## config.mk

```make
export PLATFORM = sky130hd
export DESIGN_NAME = echo_delay_sched
export DESIGN_NICKNAME = d
export VERILOG_FILES = /design/src/rtl/echo_pkg.sv /design/src/rtl/echo_fill_tracker.sv /design/src/rtl/echo_delay_sched.sv
export SDC_FILE = /design/constraint.sdc
export NUM_CORES = 1
export LEC_CHECK = 0
export ABC_CLOCK_PERIOD_IN_PS = 3300
export CAP_MARGIN = 30
export CORE_MARGIN = 3
export CORE_UTILIZATION = 39
export CTS_CLUSTER_SIZE = 28
export DETAILED_ROUTE_END_ITERATION = 7
export HOLD_SLACK_MARGIN = 0.1
export PLACE_DENSITY = 0.67
export RECOVER_POWER = 100
export SYNTH_ARGS = -nofsm -noshare
export SYNTH_HDL_FRONTEND = slang
export SYNTH_SLANG_ARGS = --single-unit
```

## constraint.sdc

```tcl
create_clock -name clk -period 3.3 [get_ports clk]
set_input_delay 0.495 -clock clk [delete_from_list [all_inputs] [get_ports clk]]
set_output_delay 0.495 -clock clk [all_outputs]
set_load 0.005 [all_outputs]
```

## src/rtl/echo_pkg.sv

```systemverilog
// Shared definitions for the echo delay-line sequencer and datapath.
package echo_pkg;

    localparam int unsigned ADDR_W        = 16;
    localparam int unsigned DEFAULT_DELAY = 9600;
    localparam int unsigned SAMPLE_W      = 16;

    typedef enum logic [2:0] {
        IDLE,
        WRITE,
        READ,
        WAIT,
        DONE
    } sched_state_t;

endpackage

```

## src/rtl/echo_fill_tracker.sv

```systemverilog
// Saturating count of samples written since the last delay capture.
// The line is "filled" once the count reaches the delay.
module echo_fill_tracker #(
    parameter int unsigned ADDR_W = echo_pkg::ADDR_W
) (
    input  logic              clk,
    input  logic              reset,
    input  logic              clear,
    input  logic              advance,
    input  logic [ADDR_W-1:0] delay_reg,
    output logic              filled
);

    logic [ADDR_W-1:0] fill_cnt;

    always_ff @(posedge clk) begin
        if (reset || clear) begin
            fill_cnt <= '0;
        end else if (advance) begin
            fill_cnt <= (fill_cnt >= delay_reg) ? delay_reg : fill_cnt + 1'b1;
        end
    end

    assign filled = (fill_cnt == delay_reg);

endmodule

```

## src/rtl/echo_delay_sched.sv

```systemverilog
// Echo delay-line sequencer: turns each codec sample edge into write -> read -> mix,
// owns the write pointer and derives the read pointer from a loadable delay.
module echo_delay_sched #(
    parameter int unsigned ADDR_W        = echo_pkg::ADDR_W,
    parameter int unsigned DEFAULT_DELAY = echo_pkg::DEFAULT_DELAY,
    parameter int unsigned RAM_LAT       = 1
) (
    input  logic              clk,
    input  logic              reset,
    input  logic              new_sample_ready,
    input  logic              echo_enable,
    input  logic [ADDR_W-1:0] delay_len,
    input  logic              delay_load,
    output logic              ram_we,
    output logic [ADDR_W-1:0] ram_waddr,
    output logic [ADDR_W-1:0] ram_raddr,
    output logic              mix_strobe,
    output logic              echo_valid,
    output logic              overrun
);
    import echo_pkg::*;

    localparam logic [ADDR_W-1:0] DELAY_INIT = ADDR_W'(DEFAULT_DELAY);
    localparam logic [1:0]        WAIT_LAST  = 2'(RAM_LAT - 1);

    sched_state_t      state;
    sched_state_t      state_nxt;
    logic              nsr_q;
    logic              strobe;
    logic [1:0]        wait_cnt;
    logic [ADDR_W-1:0] wr_ptr;
    logic [ADDR_W-1:0] delay_reg;
    logic [ADDR_W-1:0] pend_val;
    logic              pend;
    logic              idle_load;
    logic              done_capture;
    logic              capture;
    logic [ADDR_W-1:0] load_val;
    logic [ADDR_W-1:0] load_clamped;
    logic              filled;

    assign strobe = new_sample_ready & ~nsr_q;

    always_ff @(posedge clk) begin
        if (reset) begin
            nsr_q <= 1'b0;
        end else begin
            nsr_q <= new_sample_ready;
        end
    end

    always_ff @(posedge clk) begin
        if (reset) begin
            state <= IDLE;
        end else begin
            state <= state_nxt;
        end
    end

    always_comb begin
        state_nxt = state;
        case (state)
            IDLE:    if (strobe) state_nxt = WRITE;
            WRITE:   state_nxt = READ;
            READ:    state_nxt = WAIT;
            WAIT:    if (wait_cnt == WAIT_LAST) state_nxt = DONE;
            DONE:    state_nxt = IDLE;
            default: state_nxt = IDLE;
        endcase
    end

    always_comb begin
        ram_we     = (state == WRITE);
        mix_strobe = (state == DONE);
        echo_valid = (state == DONE) & echo_enable & filled;
    end

    always_ff @(posedge clk) begin
        if (reset || state != WAIT) begin
            wait_cnt <= '0;
        end else begin
            wait_cnt <= wait_cnt + 1'b1;
        end
    end

    // Addresses are registered on entry to WRITE/READ so they hold through DONE and in IDLE.
    always_ff @(posedge clk) begin
        if (reset) begin
            ram_waddr <= '0;
            ram_raddr <= '0;
            wr_ptr    <= '0;
        end else begin
            if (state == IDLE && strobe) ram_waddr <= wr_ptr;
            if (state == WRITE)          ram_raddr <= wr_ptr - delay_reg;
            if (state == DONE)           wr_ptr    <= wr_ptr + 1'b1;
        end
    end

    always_ff @(posedge clk) begin
        if (reset) begin
            overrun <= 1'b0;
        end else if (strobe && state != IDLE) begin
            overrun <= 1'b1;
        end
    end

    // A load in DONE itself is the newest request, so it bypasses the pending slot.
    assign idle_load    = delay_load & (state == IDLE) & ~strobe;
    assign done_capture = (state == DONE) & (pend | delay_load);
    assign capture      = idle_load | done_capture;
    assign load_val     = delay_load ? delay_len : pend_val;
    assign load_clamped = (load_val == '0) ? ADDR_W'(1) : load_val;

    always_ff @(posedge clk) begin
        if (reset) begin
            pend     <= 1'b0;
            pend_val <= '0;
        end else if (state == DONE) begin
            pend <= 1'b0;
        end else if (delay_load && !idle_load) begin
            pend     <= 1'b1;
            pend_val <= delay_len;
        end
    end

    always_ff @(posedge clk) begin
        if (reset) begin
            delay_reg <= DELAY_INIT;
        end else if (capture) begin
            delay_reg <= load_clamped;
        end
    end

    echo_fill_tracker #(
        .ADDR_W (ADDR_W)
    ) u_fill (
        .clk       (clk),
        .reset     (reset),
        .clear     (capture),
        .advance   (state == DONE),
        .delay_reg (delay_reg),
        .filled    (filled)
    );

endmodule
```

* After elaboration in Yosys (flattened, before gate mapping)
Cells that the tools add are included.
Word-level totals: register bits 104, output and inout port bits 36, logic and storage cells 54
Cells by class: add/subtract/negate cells 4, $lt $le $gt $ge 1, equal/unequal tests 8, multiplexer cells 6, bitwise logic cells 11, reduce and logical (&&, ||, !) cells 13
Operator list (number):
- two-way mux 16 bit | 3
- adder 16 x 1 -> 16 bit, second input constant | 2
- equality test 16 bit | 1
- greater-or-equal comparator 16 bit | 1
- zero test 16 bit | 1
- subtractor 16 bit | 1
- case mux 3 bit (4 select lines) | 1
- AND 1 bit | 6
- equality test 3 x 2 -> 1 bit, second input constant | 2
- two-way mux 3 bit | 2
- inequality test 2 bit, second input constant | 2
- AND reduction 2 bit | 2
- equality test 3 x 1 -> 1 bit, second input constant | 1
- equality test 3 bit, second input constant | 1
- logical AND 1 bit | 3
- zero test 3 bit | 1
- inequality test 3 x 2 -> 1 bit, second input constant | 1
- inverter 1 bit | 3
- nonzero test 3 bit | 1
- adder 2 x 1 -> 2 bit, second input constant | 1
- zero test 2 bit | 1
- logical OR 1 bit | 2
- bitwise OR 1 bit | 2
- OR reduction 2 bit | 1
- zero test 1 bit | 1

* Logic depth before layout (Yosys ltp)
depth after elaboration 7, gate-level depth with buffers 10, mapped depth without buffers 9

* By module
From an unflattened synthesis, not the netlist that was laid out.
Second synthesis, totals: cell total of the unflattened synthesis 704, area total of the unflattened synthesis 5924.4 um2
Modules (own cells, without submodules):
- echo_delay_sched | times used 1, cells an instance 511, area each 4430.5 um2, seq. area each 1761.7 um2
- echo_fill_tracker | times used 1, cells an instance 193, area each 1493.9 um2, seq. area each 320.3 um2

* Worst setup path before layout
No wires, ideal clock.
path type register to register, from reg wr_ptr[0], to reg ram_raddr[12], library setup time 0.117 ns, arrival time 2.175 ns, data required time 3.183 ns, path slack 1.007 ns, stages on the path, launching flop included 10, buffers on the path 0, cells stage by stage dfxtp_1 inv_1 ha_1 fa_1 nor2b_1 o21ai_0 a21o_1 a2111oi_0 mux2i_1 nand2_1
On the way: longest elaborated chain between the ends 1
RTL lines:
- from (decl) | line echo_delay_sched.sv:31 | logic [ADDR_W-1:0] wr_ptr;
- from (signal assigned) | line echo_delay_sched.sv:95 | if (state == DONE) wr_ptr <= wr_ptr + 1'b1;
- subtractor 16 bit | line echo_delay_sched.sv:94 | if (state == WRITE) ram_raddr <= wr_ptr - delay_reg;
- to (signal assigned) | line echo_delay_sched.sv:94
- to (decl) | line echo_delay_sched.sv:16 | output logic [ADDR_W-1:0] ram_raddr,
Every way passes these cells. A chain may end at the register's enable or synchronous reset.

* Final worst setup path
from reg delay_reg[13], to out echo_valid
On the way: longest elaborated chain between the ends 2
RTL lines:
- from (decl) | line echo_delay_sched.sv:32 | logic [ADDR_W-1:0] delay_reg;
- from (signal assigned) | line echo_delay_sched.sv:130 | delay_reg <= load_clamped;
- equality test 16 bit | line echo_fill_tracker.sv:24 | assign filled = (fill_cnt == delay_reg);
- AND 1 bit | line echo_delay_sched.sv:75 | echo_valid = (state == DONE) & echo_enable & filled;
- to (decl) | line echo_delay_sched.sv:18 | output logic echo_valid,
Every way passes these cells.

==> results_dict.tcl <==
set metrics [dict create \
    grt_pass1_wl_mm 24.56 \
    holdPathStages 1 \
    path_cells "inv_1, ha_1, nand4_2, or4_4, nor4_2, clkdlybuf4s50_1" \
    cts_max_level 3 \
    netlist-cell-type-count 56 \
    ys_ff_latch 104 \
    grt-ovfl-total 0 \
    cpMaxStageDelayCell "or4_4" \
    ys_seq_area_frac 0.3730 \
    fin_cells 929 \
    route.detailed.vias_per_inst 5.529 \
    syn_inst 704 \
    ios 57 \
    area_growth_pct 17.04 \
    cts_buffers 9 \
    post-place-cells 914 \
    yosysMostFrequentCell "nand2_1" \
    hold_path_end "wait_cnt[0]" \
    synth_area_leaders "dfxtp_1 (37%), nand2_1 (9.3%), ha_1 (7.6%)" \
    clk_path_buf_depth 2 \
    timing.rr.start "state[0]" \
    hold_path_class "register to register" \
    crit_fanout 3 \
    insertion_delay_ns 0.36 \
    finalMaxSlewViolations 0 \
    synth_ff_type "dfxtp_1" \
    power.leakage_nw 2.631 \
    drt-initial-drc-count 296 \
    setup-tns-final_ns 0 \
    cp_data_required_time_ns 2.80 \
    start_kind "register" \
    grt_setup_unrepaired "false" \
    r2r_slack_ns 0.34 \
    crit_path_max_incr_delay_ns 0.55 \
    grt_usage 0.1919 \
    first_pass_iters 5 \
    timing.rr.end "u_fill.fill_cnt[2]" \
    stdcell_area_um2 6533 \
    final.min_clock_period_ns 3.154 \
    grt_start_max_net_pins 38 \
    antenna_cells 0 \
    grt_pass1_vias 4838 \
    coreArea_um2 13930 \
    dieArea_um2 15780 \
    vias 5136 \
    max_clock_freq_mhz 317.0 \
    die_height_um 125.6 \
    wl_mm 15.19 \
    ys_warn_count 0 \
    rows 43 \
    synthArstFlopShare 0 \
    hold_viol 0 \
    run_status "complete, no violations" \
    post-route-period-util 0.9558 \
    cts_tree "built" \
    place_congestion 0.9317 \
    hold_buffers 0 \
    synth_top_area_cell "dfxtp_1" \
    yosysTopAreaCellShare 0.3730 \
    post-dp-hpwl_mm 11.41 \
    ant_nets 0 \
    die_w_um 125.6 \
    power_density_nw_per_um2 436.2 \
    start_util 0.4006 \
    peakVddDrop_uv 307.1 \
    synth_edf_count 0 \
    wl_per_cell_um 16.35 \
    port_buffers 56 \
    drc 0 \
    placed_cell_area_um2 6265 \
    setup_viol 0 \
    worst_ep_arrival_time_ns 2.66 \
    netlist_area_um2 5582 \
    antenna_found_initial 0 \
    worst_clock_skew_ns 0.007811 \
    max_slew_margin 0.2235 \
    end_kind "output pin" \
    finalNetCount 801 \
    worst_pin_slew_ns 1.165 \
    maxCapViolCount 0 \
    syn-mean-instance-area_um2 7.928 \
    clk_pin_slew_worst_paths_ns 0.07 \
    cts-root-buf "clkbuf_16" \
    drive_gt1_frac 0.04272 \
    critical_path_class "register to output pin" \
    ff2ff_path_depth 8 \
    min-delay-start "wait_cnt[0]" \
    clock_sinks 104 \
    syn_nets 760 \
    synth_commonest_cells "nand2_1 (138), dfxtp_1 (104), a21oi_1 (71)" \
]
==> through the flow <==
step / setup slack, ns / total power (W) / hold slack [ns] / util
final: 0.1458 / 0.002850 / 0.4107 / 0.4688
after global routing: 0.03885 / 0.002975 / 0.4303 / 0.4688
after CTS: 0.05542 / 0.002882 / 0.4117 / 0.4701
after detailed placement: 0.3762 / 0.001852 / 0.4013 / 0.4496
after global placement: 0.4302 / 0.001839 / 0.3987 / 0.4496
after floorplan: 1.007 / 0.001670 / 0.3925 / -
==> cells in the final DEF (no fill, tap or decap), types with 19 or more instances in the layout <==
cell type | netlist | routed
ha_1 | 34 | 34
nor2_1 | 39 | 40
nand2_1 | 138 | 138
inv_1 | 28 | 29
dlygate4sd3_1 | 0 | 36
o21ai_0 | 25 | 25
mux2i_1 | 23 | 23
dfxtp_1 | 104 | 104
a21oi_1 | 71 | 71
clkdlybuf4s50_1 | 0 | 19
nand3_1 | 34 | 34
==> report_power, final <==
| group | leakage, nW | switching [W] | internal (W) |
|---|---|---|---|
| combinational | 1.65 | 0.000273 | 0.000180 |
| sequential | 0.844 | 0.0000439 | 0.00132 |
| clock | 0.135 | 0.000518 | 0.000520 |
==> worst max-delay path by stage <==
stage | start | endpoint | slack, ns | cells after the start
global route | delay_reg[13] | echo_valid | 0.04 | 6
global placement | delay_reg[15] | echo_valid | 0.43 | 6
detailed placement | delay_load | delay_reg[6] | 0.38 | 7
CTS | delay_reg[13] | echo_valid | 0.06 | 6
finish | delay_reg[13] | echo_valid | 0.15 | 6
floorplan | wr_ptr[0] | ram_raddr[12] | 1.01 | 9
==> cell families after synthesis <==
| group | count (synthesis) | share of synthesized area |
|---|---|---|
| AND/OR/NAND/NOR | 293 | 0.2455 |
| flip-flops | 104 | 0.3730 |
| XOR/XNOR | 18 | 0.02824 |
| AO/OA/AOI/OAI | 165 | 0.1784 |
| multiplexers | 26 | 0.04730 |
| buffers and inverters | 63 | 0.04774 |
| adder cells (fa/ha/maj) | 35 | 0.07980 |
==> metal layers <==
layer	share of wire	track usage
met3	0.067	0.04368
met4	0.019	0.06378
met2	0.45	0.3030
met1	0.46	0.2606
met5	0	0
==> repair_timing <==
action,CTS,global route
resized for setup,1,0
setup buffers,0,0
endpoints found under the hold margin,0,0
pin swaps,0,1
endpoints found under the setup margin,1,1
==> worst max-delay path, delay by kind of cell (launching register included) <==
| kind | cells | cell delay [ns] |
|---|---|---|
| adder cells (fa/ha/maj) | 1 | 0.31 |
| buffers and inverters | 2 | 0.64 |
| flip-flops | 1 | 0.37 |
| AND/OR/NAND/NOR | 3 | 0.99 |
==> layout make-up <==
type	count	area, µm²
Timing Repair Buffer	64	599.3
Clock inverter	6	55.05
Multi-Input combinational cell	537	3237
Fill cell	1353	7402
Clock buffer	9	225.2
Inverter	29	108.9
Tap cell	180	225.2
Sequential cell	104	2082
Power figures use the tool's default switching activity.
==> RTL change 1, RTL diff (same flow settings) <==
Set the package constant `ADDR_W` to 15 (it was 16).
--- a/src/rtl/echo_pkg.sv
+++ b/src/rtl/echo_pkg.sv
@@ -2,5 +2,5 @@
 package echo_pkg;
 
-    localparam int unsigned ADDR_W        = 16;
+    localparam int unsigned ADDR_W        = 15;
     localparam int unsigned DEFAULT_DELAY = 9600;
     localparam int unsigned SAMPLE_W      = 16;
Interface: changed (resized delay_len, ram_raddr and ram_waddr); port bits go from 57 to 54. No check against the original RTL was run, so the function may have changed too.
==> RTL change 1 against the unedited design <==
Synthesized area shrank 5.5%; critical path depth is the same; wire length shrank 8.4%; design area shrank 4.7%; sequential cell count shrank 6; total power shrank 2.7%; setup slack gained 0.089 ns; first-iteration DRC count grew 18%; critical path type unchanged; largest power group unchanged.
==> RTL change 1: results (changes against the unedited design) <==
Worst Hold Path Cells: 2 (+1)
1st-iter DRT viols: 350 (+18%)
RD Place Congestion: 0.870 (-6.7%)
Sequential cell area share: 31.5% (-0.35 points)
Clock power share: 40.9% (+4.5 points)
Proportion of synthesized area in mux cells: 3.23% (-1.5 points)
Net Count, Synth: 709 (-6.7%)
Vias/cell: 5.66 (+2.4%)
Detailed placer's ending HPWL: 10.2 mm (-10%)
Post-Route M1 WL: 5.99 mm (-14%)
Top post-synthesis cells by area: dfxtp_1 (37%), ha_1 (7.6%), nand2_1 (7.4%)
Met3 routed WL: 794 um (-22%)
Grt met3 use: 5.67% (+1.3 points)
R2R Setup Slk: 0.42 ns (+0.08 ns)
#MultiIn Comb: 494 (-8.0%)
Worst Reg2Reg Path Length in Cells: 9 (+1)
Pin count of the biggest net entering global routing: 70 (+84%)
Gr usage total: 19.1% (-0.083 points)
Antenna violations before repair: 0 (unchanged)
HP Start: ram_waddr[13]
Switching Power: 715 uW (-14%)
Status: finished, final reports clean
Final Net Count: 748 (-6.6%)
Port bufs: 53 (-5.4%)
Clock buffer cells: 11 (+2)
Logic inverters: 28 (-3.4%)
FF+latch count: 98 (-5.8%)
GR Util met2: 32.8% (+2.5 points)
GR Util met1: 22.8% (-3.3 points)
Number of global-route vias before repair: 4697 (-2.9%)
Worst path max stage delay: 0.63 ns (+0.08 ns)
Worst vdd ir: 0.399 mV (+30%)
Met2 WL: 6.84 mm (-0.86%)
Hold Path End: ram_waddr[13]
Worst min path class: flip-flop to flip-flop
Clock buf/inv share: 5.13% (+0.84 points)
Worst slew pin tran: 1.36 ns (+0.198 ns)
Avg WL per Cell: 16.0 um (-2.3%)
Sequential power: 1.26 mW (-7%)
XOR/XNOR share of the synthesized area: 2.32% (-0.50 points)
Critical Path AT: 2.57 ns (-0.09 ns)
Reg2reg start: delay_reg[13]
First-pass GRT wire length: 22.7 mm (-7.5%)
NonClk Buf Share: 9.67% (+0.49 points)
Fillers: 1286 (-5.0%)
Pleak: 2.54 nW (-3.5%)
Area taken by multi-input logic gates: 3020 um2 (-6.7%)
Netlist cell types: 53 (-5.4%)
Adder-cell area share of the yosys netlist: 7.97% (-0.013 points)
Resized Gates After CTS: 0 (-1)
Setup Skew: 0.00807 ns (+0.000260 ns)
## RTL change 1: through the flow
| stage | hold slack (ns) | worst slack, ns | std cells | power [mW] | cell area (um2) |
|---|---|---|---|---|---|
| after floorplan | 0.437 | 1.13 | 656 | 1.53 | 5280 |
| after global routing | 0.475 | 0.100 | 871 | 2.90 | 6220 |
| final | 0.451 | 0.234 | 871 | 2.77 | 6220 |
| after detailed placement | 0.449 | 0.677 | 856 | 1.67 | 5940 |
| after global placement | 0.442 | 0.625 | 855 | 1.66 | 5930 |
| after CTS | 0.459 | 0.263 | 871 | 2.80 | 6260 |
## RTL change 1: cells by family (layout without fill, tap and decap cells)
group,count (synthesis),count (layout)
AND/OR/NAND/NOR,293,293
AO/OA/AOI/OAI,137,137
flip-flops,98,98
buffers and inverters,64,107
adder cells (fa/ha/maj),33,33
multiplexers,17,17
XOR/XNOR,14,14
==> RTL change 2, RTL diff (config.mk and constraints unchanged) <==
Made on the original files. Reset style: asynchronous (`reset`), changed in 6 clocked blocks.
--- a/src/rtl/echo_delay_sched.sv
+++ b/src/rtl/echo_delay_sched.sv
@@ -42,5 +42,5 @@
     assign strobe = new_sample_ready & ~nsr_q;
 
-    always_ff @(posedge clk) begin
+    always_ff @(posedge clk or posedge reset) begin
         if (reset) begin
             nsr_q <= 1'b0;
@@ -50,5 +50,5 @@
     end
 
-    always_ff @(posedge clk) begin
+    always_ff @(posedge clk or posedge reset) begin
         if (reset) begin
             state <= IDLE;
@@ -85,5 +85,5 @@
 
     // Addresses are registered on entry to WRITE/READ so they hold through DONE and in IDLE.
-    always_ff @(posedge clk) begin
+    always_ff @(posedge clk or posedge reset) begin
         if (reset) begin
             ram_waddr <= '0;
@@ -97,5 +97,5 @@
     end
 
-    always_ff @(posedge clk) begin
+    always_ff @(posedge clk or posedge reset) begin
         if (reset) begin
             overrun <= 1'b0;
@@ -112,5 +112,5 @@
     assign load_clamped = (load_val == '0) ? ADDR_W'(1) : load_val;
 
-    always_ff @(posedge clk) begin
+    always_ff @(posedge clk or posedge reset) begin
         if (reset) begin
             pend     <= 1'b0;
@@ -124,5 +124,5 @@
     end
 
-    always_ff @(posedge clk) begin
+    always_ff @(posedge clk or posedge reset) begin
         if (reset) begin
             delay_reg <= DELAY_INIT;
Formal check against the unedited RTL: differs if reset is asserted again (counterexample within 4 cycles, from zero or initial values and one cycle with reset high); with reset held inactive, the same outputs for 10 cycles.
==> RTL change 2 against the unedited design <==
The flow now finishes with violations (max-capacitance violations, max-slew violations); sequential cell count stayed put; critical path depth stayed put; synthesized area is 2.4% higher; via count is 11% lower; global-route usage is 1.6 points lower; register-to-register slack hardly changed; first-iteration DRC count is 8.1% higher; wire length is 10% lower; setup slack better by 0.10 ns; clock skew hardly changed; synthesized cell count is 16% lower; design area is 3.4% higher; critical endpoint unchanged; largest cell class unchanged; highest routed layer unchanged.
Power is not compared: it rests on default switching activity, and its combinational part moved more than twofold at a synthesized area within 25%.
==> RTL change 2: results (changes against the unedited design) <==
Status: complete, but fails checks
Failing checks: max-capacitance violations, max-slew violations
Pin count of the biggest net entering global routing: 71 (+87%)
Layout Cells excl Fill: 832 (-10%)
Post-synthesis sequential area ratio: 44.0% (+6.7 points)
TritonRoute pass-1 iters: 4 (-1)
Slew Limit Fails: 71 (+71)
Final Net Count: 703 (-12%)
Top post-synthesis cells by area: dfrtp_1 (36%), ha_1 (7.4%), dfxtp_1 (6.3%)
Detailed placer's ending HPWL: 10.6 mm (-7.3%)
CP Max Fanout: 4 (+1)
Cells after synthesis: 590 (-16%)
Setup Skew: 0.00734 ns (-0.000468 ns)
Gr usage total: 17.6% (-1.6 points)
Initial Utilization: 40.5% (+0.49 points)
Net Count, Synth: 646 (-15%)
Place WS: 0.534 ns (+0.157 ns)
Proportion of synthesized area in mux cells: 9.26% (+4.5 points)
Dpl cell area: 6470 um2 (+3.2%)
Synth top cells by count: dfrtp_1 (82), nand2_1 (76), o21ai_0 (46), ha_1 (34), inv_1 (34)
First-pass GRT wire length: 22.7 mm (-7.5%)
XOR/XNOR share of the synthesized area: 4.44% (+1.6 points)
1st-iter DRT viols: 320 (+8.1%)
Max cap viols: 1 (+1)
Adder-cell area share of the yosys netlist: 7.79% (-0.19 points)
WL final: 13.7 mm (-10%)
Placed cells: 816 (-11%)
-- RTL change 2: cell count changes after synthesis, sizes merged, moves of 10 or more --
cell and delta:
o22ai -12, clkbuf -14, xnor2 +13, nand3 -14, dfrtp +82, nand2 -61, mux2 +28, dfxtp -86
or3 -10, a21oi -47, o21ai +22
-- RTL change 2: path summary, 6_finish.rpt --
check | from | slack, ns | depth (start not counted) | to
max in group asynchronous | reset | 0.95 | 3 | ram_raddr[6]
hold reg to reg | wait_cnt[0] | 0.42 | 1 | wait_cnt[0]
min in group asynchronous | reset | 0.99 | 3 | delay_reg[11]
hold / removal | wait_cnt[0] | 0.42 | 1 | wait_cnt[0]
setup reg to reg | delay_reg[13] | 0.34 | 9 | u_fill.fill_cnt[11]
setup / recovery | delay_reg[13] | 0.25 | 6 | echo_valid
-- RTL change 2: area by class of cell --
| cell class | count | area (um2) |
|---|---|---|
| Fill cell | 1339 | 7340 |
| Clock buffer | 11 | 253 |
| Tap cell | 180 | 225 |
| Timing Repair Buffer | 64 | 607 |
| Multi-Input combinational cell | 433 | 2960 |
| Sequential cell | 104 | 2520 |
| Inverter | 35 | 133 |
| Clock inverter | 5 | 61.3 |
-- RTL change 2: power by group through the flow --
stage          Sequential [mW]  Clock [mW]  Combinational, mW
2_1_floorplan             1.91           0               1.47
3_3_place_gp              1.98           0               2.17
3_5_place_dp              2.01           0               2.21
4_1_cts                   1.98        1.15               2.22
5_1_grt                   2.03        1.21               2.41
6_report                  1.97        1.11               2.13
-- RTL change 2: cells by family (layout without fill, tap and decap cells) --
kind of cell / count (synthesis) / after routing
buffers and inverters: 53 / 115
AO/OA/AOI/OAI: 125 / 125
XOR/XNOR: 29 / 29
flip-flops: 104 / 104
AND/OR/NAND/NOR: 195 / 195
multiplexers: 49 / 49
adder cells (fa/ha/maj): 35 / 35
-- RTL change 2: worst max-delay path, cell delays in order (launching register included) --
cell             delay (ns)
dfstp_1                0.62
inv_1                  0.10
ha_1                   0.31
nand4_1                0.22
nor2_1                 0.24
and4_1                 0.21
clkdlybuf4s50_1        0.49
-- RTL change 2: per-layer routing --
| layer | track usage [%] | vias to the layer above | wire length [um] |
|---|---|---|---|
| li1 | - | 2256 | - |
| met1 | 24.1 | 2214 | 6420 |
| met2 | 28.6 | 87 | 6520 |
| met3 | 3.39 | 10 | 577 |
| met4 | 4.98 | 0 | 163 |
| met5 | 0 | - | 0 |
